[config.mk]
export PLATFORM = sky130hd
export DESIGN_NAME = sub_arbiter
export DESIGN_NICKNAME = d
export VERILOG_FILES = /design/src/rtl/sub_arbiter.sv
export SDC_FILE = /design/constraint.sdc
export NUM_CORES = 1
export LEC_CHECK = 0
export ABC_AREA = 1
export BUFFER_PORTS_ARGS = -buffer_cell sky130_fd_sc_hd__buf_2
export CAP_MARGIN = 10
export CORE_ASPECT_RATIO = 0.7
export CORE_MARGIN = 3
export CORE_UTILIZATION = 55
export CTS_CLUSTER_SIZE = 25
export DETAILED_ROUTE_END_ITERATION = 12
export GPL_TIMING_DRIVEN = 0
export HOLD_SLACK_MARGIN = 0.06
export PLACE_DENSITY = 0.83
export SETUP_SLACK_MARGIN = 0.02
export SLEW_MARGIN = 25
export SYNTH_ARGS = -nofsm -noshare
export SYNTH_HDL_FRONTEND = slang
export SYNTH_SLANG_ARGS = --single-unit
[constraint.sdc]
create_clock -name clk -period 3.67 [get_ports clk]
set_clock_uncertainty 0.2 [all_clocks]
set_input_delay 0.367 -clock clk [delete_from_list [all_inputs] [get_ports clk]]
set_output_delay 0.367 -clock clk [all_outputs]
set_load 0.01 [all_outputs]
[src/rtl/sub_arbiter.sv]
// sub_arbiter: two requesters share one WIDTH-bit subtractor.
// A winner is granted in IDLE, its operands are registered, the difference
// with carry-out (1 = no borrow) is formed in EXEC and held in RESP until the
// consumer takes it.
// Optional feature macro: SUB_ARB_ROUND_ROBIN_EN selects round-robin arbitration
// (pointer toggles on every accept); without it requester 0 has fixed priority.
module sub_arbiter #(
  parameter int WIDTH = 8,
  parameter int CNT_W = 16
) (
  input  logic             clk,
  input  logic             rst,
  input  logic [1:0]       req_valid,
  output logic [1:0]       req_ready,
  input  logic [WIDTH-1:0] req0_num1,
  input  logic [WIDTH-1:0] req0_num2,
  input  logic [WIDTH-1:0] req1_num1,
  input  logic [WIDTH-1:0] req1_num2,
  output logic             res_valid,
  input  logic             res_ready,
  output logic [WIDTH:0]   res_sout,
  output logic             res_id,
  output logic             busy,
  output logic [CNT_W-1:0] op_count
);

  typedef enum logic [1:0] {IDLE, EXEC, RESP} state_t;

  state_t           state;
  state_t           state_nxt;
  logic [1:0]       grant;
  logic             accept;
  logic [WIDTH-1:0] num1_p0;
  logic [WIDTH-1:0] num2_p0;
  logic             id_p0;

  // Two's-complement subtract: a + ~b + 1, keeping the carry-out as the MSB.
  function automatic logic [WIDTH:0] sub_carry(input logic [WIDTH-1:0] a,
                                               input logic [WIDTH-1:0] b);
    return {1'b0, a} + {1'b0, ~b} + {{WIDTH{1'b0}}, 1'b1};
  endfunction

`ifdef SUB_ARB_ROUND_ROBIN_EN
  logic ptr;

  // Pick the winner: the pointer only matters when both requesters are valid.
  always_comb begin
    grant = 2'b00;
    if (req_valid == 2'b11) grant = ptr ? 2'b10 : 2'b01;
    else                    grant = req_valid;
  end

  // Preferred requester flips on every accepted request.
  always_ff @(posedge clk or posedge rst) begin
    if (rst)         ptr <= 1'b0;
    else if (accept) ptr <= ~ptr;
  end
`else
  // Pick the winner: requester 0 always has priority.
  always_comb begin
    grant = 2'b00;
    if (req_valid[0])      grant = 2'b01;
    else if (req_valid[1]) grant = 2'b10;
  end
`endif

  assign accept = (state == IDLE) && (grant != 2'b00);
  assign busy   = (state != IDLE);

  // Next-state and grant outputs; requests are only offered ready in IDLE.
  always_comb begin
    state_nxt = state;
    req_ready = 2'b00;
    case (state)
      IDLE: begin
        req_ready = rst ? 2'b00 : grant;
        if (grant != 2'b00) state_nxt = EXEC;
      end
      EXEC: state_nxt = RESP;
      RESP: if (res_ready) state_nxt = IDLE;
      default: state_nxt = IDLE;
    endcase
  end

  // State register.
  always_ff @(posedge clk or posedge rst) begin
    if (rst) state <= IDLE;
    else     state <= state_nxt;
  end

  // Stage p0: capture the winning operand pair and its ID on the accept edge.
  always_ff @(posedge clk) begin
    if (accept) begin
      id_p0   <= grant[1];
      num1_p0 <= grant[1] ? req1_num1 : req0_num1;
      num2_p0 <= grant[1] ? req1_num2 : req0_num2;
    end
  end

  // Result stage: compute in EXEC, hold through RESP, count completed handshakes.
  always_ff @(posedge clk or posedge rst) begin
    if (rst) begin
      res_valid <= 1'b0;
      res_sout  <= '0;
      res_id    <= 1'b0;
      op_count  <= '0;
    end else begin
      if (state == EXEC) begin
        res_sout  <= sub_carry(num1_p0, num2_p0);
        res_id    <= id_p0;
        res_valid <= 1'b1;
      end else if (state == RESP && res_ready) begin
        res_valid <= 1'b0;
        op_count  <= op_count + 1'b1;
      end
    end
  end

endmodule

==> flow_summary.ini <==
[placed_design]
dp_hpwl_um = 3872
place_congestion = 0.8644
io_buffers = 66
place_ws_ps = 1604

[global_route]
grt-busiest-layer = met2
grt_max_degree = 30
antenna_found_initial = 0
overflow = 0
grt_pass1_vias = 1810
grt_use_met1_pct = 27.91
grt_pass1_wl_um = 8024
grtUsageTotal_pct = 20.47
grtUsageMet2_pct = 31.31
gr-usage-met3_pct = 4.813

[die]
die_w_um = 85.20
dieArea_um2 = 5234
io_pins = 67
core_um2 = 4065
die_h_um = 61.44
rows = 19
start_util_pct = 59.40

[status]
run_status = completed

[synth]
synth_xor_area_share_pct = 5.078
synth-simple-area-share_pct = 29.33
synth.top_cell.area_share_pct = 30.05
synth_top_family_by_area = simple AND/OR/NAND/NOR gates
ys_types = 25
synth_area_leaders = dfrtp_1, edfxtp_1, nand2_1, inv_1, ha_1
avgSynthCellArea_um2 = 8.414
synth-seq-cells = 46
synthAdderAreaFrac_pct = 5.492
synth-seq-area-share_pct = 51.19
synth_compound_area_share_pct = 2.902
synthMuxAreaShare_pct = 0
netlist_area_um2 = 2415
syn_nets = 334
synth_area_leader_cell = dfrtp_1
ys_warn_count = 0
synth_cells = 287

[power_and_ir_drop]
power_w = 0.001933
power_frac_comb_pct = 39.5
internal_power_w = 0.001197
power.density_nw_per_um2 = 656.2
leakagePower_nw = 1.599
switching_power_w = 0.0007365
power_frac_seq_pct = 41.5
swShare_pct = 38.09
p_clk_share_pct = 19.0
peakVddDrop_uv = 451.5

[critical_path]
required_ps = 3100
rrSetupSlack_ps = 1700
arrival_ps = 1570
worstSetupStartpointType = flip-flop
rr_startpoint = num2_p0[0]
crit_fanout = 5
end_kind = output port
setup.worst_path.start = state[1]
criticalPathCategory = reg2out

[cells_and_area]
layout-area-overhead-vs-synth_pct = 22.02
multi_input_area_um2 = 1037
final_nets = 409
n_antenna_cell = 0
regArea_um2 = 1236
final_cell_mix = nand2_1, buf_2, inv_1, dfrtp_1, edfxtp_1
fillers = 313
final_common_cell = nand2_1
fin_util_pct = 72.48
drive_gt1_share_pct = 25.62

[sta]
worstMarginPinSlew_ps = 592.0
hold_viol_final = 0
max_freq_mhz = 468.7
relSlewSlack_pct = 60.47
period_minus_slack_ps = 2134
whs_ps = 114.5
setup_violations = 0
finalCritPeriodShare_pct = 58.14
setup_tns_ps = 0
drv_slew = 0
finalWorstSetupSlack_ps = 1536
rsz0062_at_grt = no

[clocking]
cts_tree = done
cts_root_buffer = clkbuf_8
cts_buffers = 5
clk_pin_slew_worst_paths_ps = 80
clockBufferDepth = 2
cts.sink_count = 46
htreeDepth = 2
post-cts-setup-buffer-count = 0
clk_latency_ps = 310

[route]
drtAntennaViolNets = 0
first_pass_iters = 5
drc_errors = 0
vias_per_cell = 4.904
totalWireLength_um = 5053
wl_per_cell_um = 12.18
num_vias = 2035
drtIter0Drc = 119

[hold_path]
hp-start = res_ready
hold_class = in2reg

[run]
drv_cap = 0
==> cells by family (layout without fill, tap and decap cells) <==
kind of cell / Yosys count / count (layout)
compound gates: 14 / 14
simple gates: 165 / 165
flops: 46 / 46
fa+ha+maj: 10 / 10
buf+inv: 38 / 114
xor+xnor: 14 / 14
==> metrics by stage <==
step,area (um2),cells
final,2947,415
after CTS,2947,415
after detailed placement,2825,406
after floorplan,2415,287
after global routing,2947,415
after global placement,2810,405
==> timing repair <==
action                                 CTS  global route
hold buffers                             1             0
gates resized for setup                  0             0
endpoints found under the hold margin   29             0
==> final timing paths <==
path / end / depth (start not counted)
hold reg to reg: res_id / 2
setup reg to reg: res_sout[6] / 10
hold / removal: state[1] / 2
min in group asynchronous: op_count[1] / 3
setup / recovery: req_ready[1] / 4
max in group asynchronous: res_sout[7] / 3
==> power groups by stage <==
stage	registers [W]	logic, W	clock network [W]
after floorplan	0.000832	0.000473	0
after global placement	0.000808	0.000706	0
after detailed placement	0.000812	0.000757	0
after CTS	0.000801	0.000766	0.000372
after global routing	0.000819	0.000870	0.000389
final	0.000802	0.000765	0.000367
==> critical path, stage by stage, from the launching register on <==
cell and delay [ps]:
dfrtp_1 450, or2_2 320, clkbuf_1 150, nor3_1 170, buf_2 150
==> synth_stat cells <==
cell	count
a21oi_1	6
buf_2	2
clkbuf_1	2
dfrtp_1	29
edfxtp_1	17
fa_1	1
ha_1	9
inv_1	32
inv_2	2
nand2_1	117
nand2_2	2
nand3_1	10
nand3_2	1
nand3b_1	2
nand4_1	4
nor2_1	15
nor2_2	4
nor2_4	2
nor3_1	4
nor3_2	2
o21ai_0	6
o21ai_1	2
or2_2	2
xnor2_1	5
xor2_1	9
==> per-layer routing <==
| layer | share of wire (%) | up-vias |
|---|---|---|
| li1 | - | 1050 |
| met1 | 46 | 900 |
| met2 | 43 | 73 |
| met3 | 8.1 | 12 |
| met4 | 2.6 | 0 |
| met5 | 0 | - |
==> layout make-up <==
cell class              count  area share, %
multi-input cells         203          35.20
plain buffers               4         0.5945
clock buffers               8          3.779
repair buffers             68          11.93
inverters                  34          4.331
flip-flops and latches     46          41.95
well taps                  52          2.208
==> flip-flops by register name, indices dropped and copies added (netlist names) <==
name and count:
op_count 16, res_sout 9, num1_p0 8, num2_p0 8, state 2, id_p0 1, res_id 1, res_valid 1
No activity file was read; power rests on OpenSTA's default activity.
